[src/rtl/q2_xshift_port_if.sv]
// Host-side handshake of the X-chain serial port: start/tx_data in, busy/done/rx_data out.
// The port itself uses the slave modport; whoever requests transfers uses master.
interface q2_xshift_port_if #(
    parameter int unsigned WIDTH = 12
);
    logic             start;
    logic [WIDTH-1:0] tx_data;
    logic             busy;
    logic             done;
    logic [WIDTH-1:0] rx_data;

    modport master (
        output start,
        output tx_data,
        input  busy,
        input  done,
        input  rx_data
    );

    modport slave (
        input  start,
        input  tx_data,
        output busy,
        output done,
        output rx_data
    );
endinterface

[src/rtl/q2_xshift_port.sv]
// Serial I/O engine at the far end of the bit-slice X chain: shifts a new word into X
// MSB first while reassembling the old X contents from the open-drain io line.
module q2_xshift_port #(
    parameter int unsigned WIDTH      = 12,
    parameter int unsigned SETTLE     = 2,
    parameter int unsigned STROBE_LEN = 1
) (
    input  logic              clk,
    input  logic              nrst,
    q2_xshift_port_if.slave   host,
    input  logic              io_in,
    output logic              xin_shift,
    output logic              wrx,
    output logic              nxin
);
    localparam logic [2:0] IDLE   = 3'd0;
    localparam logic [2:0] SETUP  = 3'd1;
    localparam logic [2:0] SAMPLE = 3'd2;
    localparam logic [2:0] STROBE = 3'd3;
    localparam logic [2:0] HOLD   = 3'd4;
    localparam logic [2:0] DONE   = 3'd5;

    localparam int unsigned TMAX = (SETTLE > STROBE_LEN) ? SETTLE : STROBE_LEN;
    localparam int unsigned TW   = $clog2(TMAX + 1);
    localparam int unsigned CW   = $clog2(WIDTH + 1);

    logic [2:0]       state_q, state_d;
    logic [TW-1:0]    tmr_q;
    logic [CW-1:0]    bit_cnt_q;
    logic [WIDTH-1:0] tx_sr_q, rx_sr_q, rx_data_q;
    logic             busy_q, done_q, xin_shift_q, wrx_q, nxin_q;

    always_comb begin
        state_d = state_q;
        case (state_q)
            IDLE:    if (host.start) state_d = SETUP;
            SETUP:   if (tmr_q == TW'(SETTLE - 1)) state_d = SAMPLE;
            SAMPLE:  state_d = STROBE;
            STROBE:  if (tmr_q == TW'(STROBE_LEN - 1)) state_d = HOLD;
            HOLD: begin
                if (tmr_q == TW'(SETTLE - 1)) begin
                    state_d = (bit_cnt_q == CW'(WIDTH)) ? DONE : SAMPLE;
                end
            end
            DONE:    state_d = IDLE;
            default: state_d = IDLE;
        endcase
    end

    // Outputs are registered from the next state so they line up with state_q exactly.
    always_ff @(posedge clk or negedge nrst) begin
        if (!nrst) begin
            state_q     <= IDLE;
            tmr_q       <= '0;
            bit_cnt_q   <= '0;
            tx_sr_q     <= '0;
            rx_sr_q     <= '0;
            rx_data_q   <= '0;
            busy_q      <= 1'b0;
            done_q      <= 1'b0;
            xin_shift_q <= 1'b0;
            wrx_q       <= 1'b0;
            nxin_q      <= 1'b1;
        end else begin
            state_q     <= state_d;
            tmr_q       <= (state_d != state_q) ? '0 : tmr_q + TW'(1);
            busy_q      <= (state_d != IDLE);
            done_q      <= (state_d == DONE);
            wrx_q       <= (state_d == STROBE);
            xin_shift_q <= (state_d == SETUP) || (state_d == SAMPLE) ||
                           (state_d == STROBE) || (state_d == HOLD);

            if (state_q == IDLE && host.start) begin
                tx_sr_q   <= host.tx_data;
                bit_cnt_q <= '0;
            end

            if (state_q == SAMPLE) begin
                rx_sr_q <= (rx_sr_q << 1) | WIDTH'(io_in);
            end

            if (state_q == STROBE && state_d == HOLD) begin
                tx_sr_q   <= tx_sr_q << 1;
                bit_cnt_q <= bit_cnt_q + CW'(1);
            end

            // nxin only moves on SAMPLE entry, never while wrx is high.
            if (state_d == SAMPLE) begin
                nxin_q <= ~tx_sr_q[WIDTH-1];
            end else if (state_d == DONE || state_d == IDLE) begin
                nxin_q <= 1'b1;
            end

            if (state_d == DONE) begin
                rx_data_q <= rx_sr_q;
            end
        end
    end

    assign host.busy    = busy_q;
    assign host.done    = done_q;
    assign host.rx_data = rx_data_q;
    assign xin_shift    = xin_shift_q;
    assign wrx          = wrx_q;
    assign nxin         = nxin_q;
endmodule

[src/flat_wrapper.sv]
// flat-port wrapper written by rule: the top's interface ports become plain ports
module q2_xshift_port_flat 
#(
    parameter int unsigned WIDTH      = 12,
    parameter int unsigned SETTLE     = 2,
    parameter int unsigned STROBE_LEN = 1
)
  (clk, nrst, io_in, xin_shift, wrx, nxin, host_start, host_tx_data, host_busy, host_done, host_rx_data);
  q2_xshift_port_if #(.WIDTH(WIDTH)) host_i ();
  input  logic clk;
  input  logic nrst;
  input  logic io_in;
  output logic xin_shift;
  output logic wrx;
  output logic nxin;
  input wire logic [$bits(host_i.start)-1:0] host_start;
  input wire logic [$bits(host_i.tx_data)-1:0] host_tx_data;
  output wire logic [$bits(host_i.busy)-1:0] host_busy;
  output wire logic [$bits(host_i.done)-1:0] host_done;
  output wire logic [$bits(host_i.rx_data)-1:0] host_rx_data;
  assign host_i.start = host_start;
  assign host_i.tx_data = host_tx_data;
  assign host_busy = host_i.busy;
  assign host_done = host_i.done;
  assign host_rx_data = host_i.rx_data;
  q2_xshift_port #(.WIDTH(WIDTH), .SETTLE(SETTLE), .STROBE_LEN(STROBE_LEN)) u_core (.clk(clk), .nrst(nrst), .host(host_i), .io_in(io_in), .xin_shift(xin_shift), .wrx(wrx), .nxin(nxin));
endmodule
[config.mk]
export PLATFORM = sky130hd
export DESIGN_NAME = q2_xshift_port_flat
export DESIGN_NICKNAME = d
export VERILOG_FILES = /design/src/rtl/q2_xshift_port_if.sv /design/src/rtl/q2_xshift_port.sv /design/src/flat_wrapper.sv
export SDC_FILE = /design/constraint.sdc
export NUM_CORES = 1
export LEC_CHECK = 0
export CORE_ASPECT_RATIO = 1.4
export CORE_MARGIN = 2
export CORE_UTILIZATION = 48
export CTS_BUF_LIST = sky130_fd_sc_hd__clkbuf_4 sky130_fd_sc_hd__clkbuf_8 sky130_fd_sc_hd__clkbuf_16
export CTS_CLUSTER_SIZE = 24
export DETAILED_ROUTE_END_ITERATION = 10
export PLACE_DENSITY_LB_ADDON = 0.3
export SETUP_SLACK_MARGIN = 0.02
export SLEW_MARGIN = 20
export SYNTH_ARGS = -nofsm -noshare
export SYNTH_HDL_FRONTEND = slang
export SYNTH_SLANG_ARGS = --single-unit
[constraint.sdc]
create_clock -name clk -period 1.7 [get_ports clk]
set_input_delay 0.255 -clock clk [delete_from_list [all_inputs] [get_ports clk]]
set_output_delay 0.255 -clock clk [all_outputs]
set_load 0.02 [all_outputs]
==> impl_metrics.csv <==
group,metric,value,unit
routing,post_drt_via_cell_ratio,5.36,
logic_synthesis,yosys_warnings,0,
routing,vias,1571,
sta,hold_violations,0,
clocking,clk_latency,310,ps
logic_synthesis,synth_top_family_by_area,"multiplexers",
sta,max_slew.worst_pin.slew,496,ps
logic_synthesis,synthXorXnorAreaFrac,0.00396,
finish,num-nets-final,251,
sta,setup_slack,26.4,ps
pwr,ir_drop,687,uV
status,status,"finished, final reports clean",
routing,drtAntennaViolNets,0,
logic_synthesis,yosys.area_share.adder,0.0283,
placed_design,place_congestion,0.843,
finish,fin_area,2910,um^2
clocking,cts_buffers,5,
setup_path,arrival,1880,ps
logic_synthesis,syn-num-nets,202,
pwr,p_comb_frac,0.369,
min_path,min_path_type,"in -> async",
finish,antennaDiodeCount,0,
finish,regArea,1250,um^2
sta,setup_violations,0,
logic_synthesis,syn-cell-area,2210,um^2
logic_synthesis,synth_top_area_cell,"dfrtp_1",
pwr,intPower,2.63,mW
clocking,clock_sinks,50,
floorplanning,rows,29,
grt,grt_usage,0.186,
pwr,cellLeakagePower,1.30,nW
logic_synthesis,ys_ff_latch,50,
finish,drive_gt1_frac,0.203,
sta,fin_skew,9.03,ps
placed_design,io_buffers,32,
pwr,powerDensity,1410,nW/um^2
job,cap_viol_max_count,0,
grt,grt_pass1_vias,1586,
sta,clock.fmax,598,MHz
finish,mostFrequentLayoutCell,"dfrtp_1",
floorplanning,ioPinCount,33,
logic_synthesis,synth-seq-area-share,0.566,
pwr,pwr-share-seq,0.454,
clocking,cts_tree,"built",
floorplanning,coreArea,4500,um^2
clocking,cts_root_buf,"clkbuf_8",
grt,globalRoute.totalOverflow,0,
sta,slew_viol_final,0,
sta,period_minus_slack,1670,ps
grt,antenna_found_initial,0,
logic_synthesis,yosys.area_share.simple,0.0928,
logic_synthesis,syn_inst,181,
setup_path,startpoint_type,"flip-flop",
placed_design,place_area,2710,um^2
logic_synthesis,syn_area_per_cell,12.2,um^2
setup_path,worst-setup-path-type,"reg -> reg",
logic_synthesis,muxShareOfSynthArea,0.186,
routing,detailedRoute.firstIterationViolations,52,
logic_synthesis,synth_compound_area_frac,0.0866,
grt,grt_pass1_wl,7.24,mm
placed_design,dp_hpwl,3.11,mm
setup_path,required,1900,ps
finish,n_fill_cell,365,
setup_path,cp-end-kind,"flip-flop",
clocking,htree_levels,2,
pwr,p_total,4.11,mW
grt,grt_max_degree,25,
pwr,switchingPower,1.48,mW
setup_path,cp_max_fo,6,
sta,relSlewSlack,0.666,
floorplanning,die_w,61.4,um
placed_design,place_ws,-54.8,ps
pwr,power_frac_clock,0.178,
finish,multiInputGateArea,937,um^2
finish,layout_common_cells,"dfrtp_1, clkdlybuf4s50_1, nand2_1",
routing,wirelength,4.49,mm
floorplanning,start_util,0.491,
clocking,max-clock-path-buffers,2,
finish,postLayoutCoreUtil,0.647,
sta,rsz0062_at_grt,"true",
finish,area_growth,31.6,%
pwr,p_sw_frac,0.360,
routing,firstDrtPassIters,4,
logic_synthesis,synth_area_leaders,"dfrtp_1, mux2_1, mux2i_1",
routing,route.detailed.drc,0,
floorplanning,dieArea,5170,um^2
floorplanning,die_height,84.3,um
logic_synthesis,synth_cell_types,36,
logic_synthesis,yosys.area.top_type_share,0.555,
routing,wl_per_cell,15.3,um
sta,post-route-period-util,0.984,
clocking,cts.clk_slew.worst_paths,100,ps
==> per-layer routing <==
layer | share of wire | routed length [um] | track usage
met1 | 0.39 | 1770 | 0.236
met2 | 0.54 | 2430 | 0.313
met3 | 0.046 | 207 | 0.0385
met4 | 0.020 | 88 | 0.0561
met5 | 0 | 0 | 0
==> critical path: stages, from the launching register on <==
cell and delay [ps]:
dfrtp_1 370, inv_1 70, ha_2 200, and4_4 220
and3_4 240, clkbuf_16 160, mux2_1 320
==> synthesized netlist by cell type <==
cell / instances
dfrtp_1: 49
mux2_1: 25
nand2_1: 18
o21ai_1: 16
mux2i_1: 13
nor2_1: 7
a21oi_1: 6
buf_2: 6
inv_1: 6
ha_1: 5
clkbuf_1: 2
nand2b_1: 2
nand3_1: 2
o22ai_1: 2
a2111oi_0: 1
a211oi_1: 1
a22o_1: 1
a31o_1: 1
and3_1: 1
and4_1: 1
and4b_1: 1
buf_4: 1
buf_6: 1
dfstp_2: 1
nand4_1: 1
nand4b_1: 1
nor2b_1: 1
nor3_1: 1
nor3b_1: 1
nor4_1: 1
nor4b_4: 1
o211a_1: 1
o21ba_1: 1
o21bai_1: 1
o31ai_1: 1
xor2_1: 1
==> through the flow <==
step	hold slack, ps	std cells	setup TNS [ps]
floorplan	-40.6	181	0
detailed placement	205	281	-54.8
finish	395	293	0
CTS	398	290	0
global placement	194	281	0
global route	441	293	-78.5
==> registers in the layout, indices dropped and copies added, names as in the netlist <==
name	cells
u_core.tmr_q	2
u_core.state_q	3
u_core.wrx	1
u_core.host.done	1
u_core.nxin	1
u_core.bit_cnt_q	4
u_core.host.rx_data	12
u_core.rx_sr_q	12
u_core.host.busy	1
u_core.xin_shift	1
u_core.tx_sr_q	12
==> power by group through the flow <==
stage	clock, mW	sequential [mW]	combinational (mW)
6_report	0.731	1.86	1.52
5_1_grt	0.802	1.90	1.69
4_1_cts	0.746	1.85	1.47
3_5_place_dp	0	1.87	1.45
3_3_place_gp	0	1.84	1.38
2_1_floorplan	0	1.81	0.952
==> cells by family (layout without fill, tap and decap cells) <==
family,Yosys count,count (layout)
flip-flops,50,50
AND/OR/NAND/NOR,39,39
multiplexers,38,38
AO/OA/AOI/OAI,32,32
buffers and inverters,16,66
adder cells (fa/ha/maj),5,5
XOR/XNOR,1,1
==> path summary, 6_finish.rpt <==
kind                                                     start                                  to  slack [ps]  depth (start not counted)
worst min register to register  u_core.tx_sr_q[11]$_DFFE_PN0P_             u_core.nxin$_DFFE_PN1P_         460                          1
worst min-delay path                                      nrst      u_core.rx_sr_q[10]$_DFFE_PN0P_         400                          2
worst max-delay path                 u_core.tmr_q[1]$_DFF_PN0_  u_core.host.rx_data[8]$_DFFE_PN0P_          30                          6
max in group asynchronous                                 nrst       u_core.tx_sr_q[3]$_DFFE_PN0P_         670                          3
worst max register to register       u_core.tmr_q[1]$_DFF_PN0_  u_core.host.rx_data[8]$_DFFE_PN0P_          30                          6
min in group clk                u_core.tx_sr_q[11]$_DFFE_PN0P_             u_core.nxin$_DFFE_PN1P_         460                          1
==> repair_timing <==
action,CTS,global route
pin swaps,0,1
endpoints found under the setup margin,11,15
hold buffers,1,0
endpoints found under the hold margin,16,0
gates resized for setup,3,16
cloned,0,1
setup buffers,0,2
==> layout make-up <==
| type | instances | share of cell area |
|---|---|---|
| Multi-Input combinational cell | 115 | 0.322 |
| Clock inverter | 3 | 0.00989 |
| Clock buffer | 5 | 0.0236 |
| Timing Repair Buffer | 52 | 0.179 |
| Sequential cell | 50 | 0.431 |
| Inverter | 6 | 0.00774 |
| Tap cell | 62 | 0.0267 |
Note: power is estimated with default switching activity, not from simulation.
